$ cat config.mk
export PLATFORM = sky130hd
export DESIGN_NAME = my_nios2_system_cpu_oci_dct_ctrl
export DESIGN_NICKNAME = d
export VERILOG_FILES = /design/src/rtl/my_nios2_system_cpu_oci_dct_ctrl.sv
export SDC_FILE = /design/constraint.sdc
export NUM_CORES = 1
export LEC_CHECK = 0
export CAP_MARGIN = 20
export CORE_MARGIN = 2
export CORE_UTILIZATION = 49
export DETAILED_ROUTE_END_ITERATION = 10
export GPL_TIMING_DRIVEN = 0
export PLACE_DENSITY = 0.79
export SLEW_MARGIN = 30
export SYNTH_ARGS = -nofsm -noshare
export SYNTH_HDL_FRONTEND = slang
export SYNTH_SLANG_ARGS = --single-unit
export TNS_END_PERCENT = 1
$ cat constraint.sdc
create_clock -name clk -period 3 [get_ports clk]
set_input_delay 0.9 -clock clk [delete_from_list [all_inputs] [get_ports clk]]
set_output_delay 0.9 -clock clk [all_outputs]
set_load 0.05 [all_outputs]
$ cat src/rtl/my_nios2_system_cpu_oci_dct_ctrl.sv
// my_nios2_system_cpu_oci_dct_ctrl
// Packs 2-bit DCT trace codes into a 30-bit buffer, closes frames when the
// buffer fills or a flush is requested, and hands closed frames out through
// a one-entry valid/ready output register.
//
// Handshakes (strict valid/ready): a code transfers on a rising edge where
// code_valid & code_ready are both high; a frame transfers on a rising edge
// where frame_valid & frame_ready are both high. Neither ready depends on
// its own valid, and frame_data/frame_count hold stable while frame_valid
// waits for frame_ready.
//
// Build option: define DCT_OVERFLOW_DROP_EN to keep code_ready high while
// full and drop the offered code (flagged by the sticky overflow output)
// instead of back-pressuring the trace front end.
module my_nios2_system_cpu_oci_dct_ctrl #(
  parameter int CODE_W = 2,
  parameter int DEPTH  = 15,
  parameter int CNT_W  = 4,
  localparam int BUF_W = CODE_W * DEPTH
) (
  input  logic              clk,
  input  logic              reset_n,
  input  logic              trace_en,
  input  logic              code_valid,
  input  logic [CODE_W-1:0] code,
  output logic              code_ready,
  input  logic              flush_req,
  output logic              frame_valid,
  input  logic              frame_ready,
  output logic [BUF_W-1:0]  frame_data,
  output logic [CNT_W-1:0]  frame_count,
  output logic [BUF_W-1:0]  dct_buffer,
  output logic [CNT_W-1:0]  dct_count,
  output logic              overflow,
  input  logic              overflow_clr,
  output logic [1:0]        fsm_state
);

  typedef enum logic [1:0] {
    S_IDLE  = 2'd0,
    S_FILL  = 2'd1,
    S_DRAIN = 2'd2
  } state_t;

  localparam logic [CNT_W-1:0] DEPTH_C = CNT_W'(DEPTH);

  state_t             state, state_nxt;
  logic               flush_pend, pend_nxt;
  logic               slot_free, full, accept, flush_eff, do_close;
  logic [BUF_W-1:0]   shifted, src_buf, close_buf, buf_nxt;
  logic [CNT_W-1:0]   src_cnt, close_cnt, cnt_nxt;

  assign fsm_state = state;

  // Slot is free when empty or being emptied this cycle; full means no room for a code
  always_comb begin
    slot_free = !frame_valid || frame_ready;
    full      = (dct_count == DEPTH_C);
`ifdef DCT_OVERFLOW_DROP_EN
    code_ready = trace_en && (state == S_FILL);
`else
    code_ready = trace_en && (state == S_FILL) && (!full || slot_free);
`endif
    accept = code_valid && code_ready && (!full || slot_free);
  end

  // Pack/close datapath: decide what the frame gets and what stays in the buffer
  always_comb begin
    flush_eff = flush_req || flush_pend || (state == S_DRAIN);
    shifted   = {dct_buffer[BUF_W-CODE_W-1:0], code};
    src_buf   = dct_buffer;
    src_cnt   = dct_count;
    close_buf = dct_buffer;
    close_cnt = dct_count;
    buf_nxt   = dct_buffer;
    cnt_nxt   = dct_count;
    do_close  = 1'b0;
    if (full) begin
      // A full buffer closes as-is; a code accepted alongside starts the next frame
      do_close = slot_free;
      if (do_close) begin
        buf_nxt = accept ? BUF_W'(code) : '0;
        cnt_nxt = accept ? CNT_W'(1) : '0;
      end
    end else begin
      if (accept) begin
        src_buf = shifted;
        src_cnt = dct_count + CNT_W'(1);
      end
      close_buf = src_buf;
      close_cnt = src_cnt;
      do_close  = slot_free && ((src_cnt == DEPTH_C) || (flush_eff && (src_cnt != '0)));
      buf_nxt   = do_close ? '0 : src_buf;
      cnt_nxt   = do_close ? '0 : src_cnt;
    end
    // A flush waits only while there is something left to close
    pend_nxt = !do_close && flush_eff && (src_cnt != '0);
  end

  // Next-state logic: IDLE until enabled, FILL while enabled, DRAIN until empty
  always_comb begin
    state_nxt = state;
    case (state)
      S_IDLE:  if (trace_en) state_nxt = S_FILL;
      S_FILL:  if (!trace_en) state_nxt = S_DRAIN;
      S_DRAIN: if (dct_count == '0) state_nxt = S_IDLE;
      default: state_nxt = S_IDLE;
    endcase
  end

  // State register
  always_ff @(posedge clk or negedge reset_n) begin
    if (!reset_n) state <= S_IDLE;
    else          state <= state_nxt;
  end

  // Pack buffer, code count and pending flush
  always_ff @(posedge clk or negedge reset_n) begin
    if (!reset_n) begin
      dct_buffer <= '0;
      dct_count  <= '0;
      flush_pend <= 1'b0;
    end else begin
      dct_buffer <= buf_nxt;
      dct_count  <= cnt_nxt;
      flush_pend <= pend_nxt;
    end
  end

  // One-entry output register: load on close, empty on handshake
  always_ff @(posedge clk or negedge reset_n) begin
    if (!reset_n) begin
      frame_valid <= 1'b0;
      frame_data  <= '0;
      frame_count <= '0;
    end else if (do_close) begin
      frame_valid <= 1'b1;
      frame_data  <= close_buf;
      frame_count <= close_cnt;
    end else if (frame_ready) begin
      frame_valid <= 1'b0;
    end
  end

`ifdef DCT_OVERFLOW_DROP_EN
  logic drop;
  assign drop = code_valid && code_ready && full && !slot_free;

  // Sticky drop flag; a new drop wins over a clear in the same cycle
  always_ff @(posedge clk or negedge reset_n) begin
    if (!reset_n)          overflow <= 1'b0;
    else if (drop)         overflow <= 1'b1;
    else if (overflow_clr) overflow <= 1'b0;
  end
`else
  logic unused_clr;
  assign unused_clr = overflow_clr;
  assign overflow   = 1'b0;
`endif

endmodule
---- Word-level counts from Yosys, hierarchy flattened ----
Index checks and enable logic that the tools add are counted.
storage, ports and cells
  flip-flop bits (word level) ............. 72
  bits of input ports ..................... 9
  output and inout bits ................... 73
  word-level logic and storage cells ...... 58
cells by class
  $add $sub $neg .......................... 1
  equality and inequality tests ........... 8
  multiplexer cells ....................... 20
  reductions and logical operators ........ 22
operators with widths
  operator               count
  $mux W30               5
  $mux W4                6
  $eq A4 B4 Y1 const B   2
  $logic_and A1 B1 Y1    8
  $mux W2                4
  $reduce_bool A4 Y1     2
  $ne A2 B2 Y1 const B   3
  $pmux W2 S3            1
  $logic_or A1 B1 Y1     5
  $add A4 B1 Y4 const B  1
  $logic_not A4 Y1       1
  $mux W1                4
  $logic_not A1 Y1       3
  $reduce_and A3 Y1      1
  $eq A2 B1 Y1 const B   1
  $eq A2 B2 Y1 const B   1
  $logic_not A2 Y1       1
  $ne A2 B1 Y1 const B   1
  $reduce_bool A2 Y1     1

---- Depth between registers and ports, before layout ----
  depth in word-level cells ............... 16
  gate-level depth with buffers ........... 11
  depth with buffers taken out ............ 8

---- Worst setup path before layout ----
OpenSTA, ideal clock, no wires.
  path kind ............................... register to output
  start ................................... register dct_count[1]
  end ..................................... output port code_ready
  data arrival time ....................... 2071 ps
  data required time ...................... 2100 ps
  setup slack ............................. 29 ps
  stages on the path, launching flop included .. 6
  path buffers ............................ 2
  path through ............................ dfrtp_1 -> ha_1 -> buf_2 -> and3_1 -> buf_4 -> a21oi_1
on the way
  cells in the longest elaborated chain, start to end .. 4
ends and longest elaborated chain
  what                      RTL line  text
  start: declaration        33        output logic [CNT_W-1:0] dct_count,
  start signal: assignment  125       dct_count <= cnt_nxt;
  $eq A4 B4 Y1              58        full = (dct_count == DEPTH_C);
  $logic_not A1 Y1          62        code_ready = trace_en && (state == S_FILL) && (!full || slot_free);
  $logic_or A1 B1 Y1        62
  $logic_and A1 B1 Y1       62
  end: declaration          26        output logic code_ready,
Every way passes these cells.

---- Worst setup path in the final report ----
  start ................................... input port code_valid
  end ..................................... register frame_data[2]
on the way
  cells in the longest elaborated chain, start to end .. 9
  elaborated cells between the ends (all ways) .. 12
  classes of those cells .................. 1 x eq/ne; 5 x mux; 6 x reduce/logical
ends and longest elaborated chain
  what                                  RTL line  text
  start: declaration                    24        input logic code_valid,
  $logic_and A1 B1 Y1 (*) (2 in a row)  64        accept = code_valid && code_ready && (!full || slot_free);
  $mux W4                               86        if (accept) begin
  $mux W4                               78        if (full) begin
  $reduce_bool A4 Y1                    92        do_close = slot_free && ((src_cnt == DEPTH_C) || (flush_eff && (src_cnt != '0)));
  $logic_and A1 B1 Y1                   92
  $logic_or A1 B1 Y1                    92
  $logic_and A1 B1 Y1                   92
  $mux W1                               78
  end signal: assignment                138       frame_data <= close_buf;
  end: declaration                      30        output logic [BUF_W-1:0] frame_data,
Mark *: on every way between the ends. The rest lies on a longest branch, timed or not. The select of a mux whose other input is x is not followed.
A chain may end at the register's enable or synchronous reset.

==> metrics.csv <==
metric;value;unit
root buf cell;clkbuf_8;
First-pass DRT Iterations;4;
vias in the first global route;2609;
hold_buf cts;0;
final worst path period share;96.2;%
Synth Area in XOR/XNOR;0.521;%
outcome;finished clean;
clock sink count;72;
top cell type by total area after synthesis;dfrtp_1;
flip-flop and latch count after synthesis;72;
GPL Wtd Cong;0.911;
drt drc;0;
CP arrival;3.12;ns
setup_tns;0;ns
Least-Margin Pin Slew;0.531;ns
post-synthesis mux area share;9.23;%
Min-Delay Path Class;input port to asynchronous set/reset pin;
Mapped Cells;314;
reg2reg start;dct_count[0];
Syn Area/Cell;10.7;um^2
largest net degree at the start of global routing;41;
Worst-path clk slew;0.07;ns
Compound-Gate Fraction of Synth Area;17.3;%
adder-cell area share of the yosys netlist;0.744;%
Post-layout nets;416;
CP peak stage delay;0.53;ns
critical path type;input port to register;
time the worst path needs with I/O delays and setup;2.89;ns
Crit path max-delay family;buffers and inverters;
latest clock arrival within the worst-skew pair;0.35;ns
Post-synth EDFFs;0;
number of maximum-capacitance violations;0;
Synth top area share;53.6;%
initial antenna violation count;0;
mapped cell area;3360;um^2
fmax;347;MHz
largest family of logic cells by synthesized area;compound AO/OA/AOI/OAI gates;
Fillers;518;
RSZ-0062 raised after global routing;false;
setup violators final;0;
Die ar.;7540;um^2
first-pass GRT wire length;12700;um
Antenna Cells;0;
endpoints failing hold;0;
number of DRC markers in iteration 0;231;
Synth area leaders;dfrtp_1 (54%), mux2i_1 (9.2%), nor2_1 (7.3%);
TritonCTS clock tree;built;
Vias;2698;
most frequent cells in the layout;clkdlybuf4s50_1 (76), dfrtp_1 (72), nor2_1 (65);
Post-Route Hold Slack;0.490;ns
Max-slew headroom;64.5;%
Cell Rows;30;
Max Buffers Root-to-Sink;2;
Die H;86.8;um
Critical Path End Type;register;
net count after synthesis;325;
port bufs;79;
ys async rst share;100;%
placed cell area;4270;um^2
Overall Global Routing Usage;21.9;%
Required @ worst endpoint;3.23;ns
Max Slew Vio Count;0;
CP Max Fanout;10;
die width;86.8;um
power per cell area;1080;nW/um^2
most common cell after layout, fill and taps aside;clkdlybuf4s50_1;
core area;6720;um^2
WP buf/inv;3;
IO Count;82;
Final Instance Area;4540;um^2
post-DP HPWL;5490;um
Layout Skew;0.0103;ns
worst setup path startpoint;code_valid;
starting density of the core;50.0;%
worst vdd ir;536;uV
crit start category;input port;
area grow syn2layout;35.0;%
number of CTS-inserted buffers;9;
Post-CTS Setup Inserts;0;
CP max stage cell;clkdlybuf4s50_1;
post-layout util;67.6;%
Synth Flop Type;dfrtp_1;
register area share after synthesis;53.6;%
crit path cell chain;clkdlybuf4s50_1, and4b_1, buf_6, mux2i_1, o2bb2ai_2, a211oi_4, buf_2, a21oi_1, o21a_1;
WL final;7880;um
Lkg Pwr;2.09;nW
Vias/cell;5.52;
per-cell routed wire length;16.1;um
Post-Synth Simple-Gate Area;13.8;%
ANT nets after route;0;
grt ovf;0;
CTS H-tree lvls;3;
share of layout cells above drive strength 1;11.7;%
number of library cell types mapped by synthesis;44;
synth warn;0;
[cell usage after synthesis (all sizes together) (2+ instances only)]
cell type,count
a21oi,36
nand2,11
dfrtp,72
nor3,3
mux2i,31
o21a,28
clkbuf,4
buf,19
o2bb2ai,2
or3,4
nor2b,3
o221a,3
inv,2
ha,2
a32o,2
o21ai,2
nand2b,3
nor2,66
a2bb2oi,2
nand3,2
[flip-flops by register name, indices dropped and copies added (netlist names)]
name	count
fsm_state	2
dct_buffer	30
frame_valid	1
frame_count	4
flush_pend	1
frame_data	30
dct_count	4
[metal layers]
metal	track usage (%)	vias to the layer above	share of wire [%]	wire [um]
li1	-	1268	-	-
met1	31.9	1323	47	3680
met2	32.3	95	46	3660
met3	3.52	12	5.0	394
met4	9.66	0	1.9	149
met5	0	-	0	0
[stage by stage]
stage	worst slack (ns)	instances	power, mW
2_1_floorplan	0.0293	314	3.12
3_3_place_gp	-1.45	473	3.87
3_5_place_dp	-0.554	474	3.90
4_1_cts	0.0409	489	4.92
5_1_grt	0.0578	489	5.12
6_report	0.114	489	4.89
[what timing repair did]
item | 4_1_cts | 5_1_grt
gates resized for setup | 6 | 2
endpoints found under the setup margin | 1 | 2
cloned | 0 | 0
hold endpoints to repair | 0 | 0
[where the power goes]
group          switching [mW]  leakage [nW]  total [mW]  internal (mW)
Sequential              0.174         0.928        1.43           1.26
Clock                   0.359         0.133        1.02          0.656
Combinational            1.55          1.03        2.44          0.894
Total                    2.08          2.09        4.89           2.81
[final timing paths]
check / end / slack (ns) / cells after the start
max in group asynchronous: dct_buffer[21] / 1.94 / 2
min in group clk: frame_data[28] / 0.49 / 1
worst max-delay path: frame_data[2] / 0.11 / 9
worst min-delay path: fsm_state[1] / 0.49 / 1
worst max register to register: frame_data[2] / 0.26 / 10
worst min register to register: frame_data[28] / 0.49 / 1
[cell type report]
type	instances	area, um^2	share of cell area, %
sequential	72	1800	39.7
tap	80	100	2.21
inverter	2	7.51	0.165
timing repair buffer	80	808	17.8
clock buffer	10	138	3.03
clock inverter	5	129	2.84
multi-input combinational	217	1400	30.8
buffer	23	155	3.42
[cells by family after synthesis]
kind of cell | Yosys count
fa+ha+maj | 2
mux | 31
flops | 72
buf+inv | 25
simple gates | 99
compound gates | 82
xor+xnor | 2
other cells | 1
[worst reg2reg max path: cells and delay by family (launching register included)]
kind	cells	cell delay [ns]
AND/OR/NAND/NOR	3	0.44
adder cells (fa/ha/maj)	1	0.39
buffers and inverters	3	0.79
AO/OA/AOI/OAI	3	0.64
flip-flops	1	0.38
(Power assumes the default switching activity.)
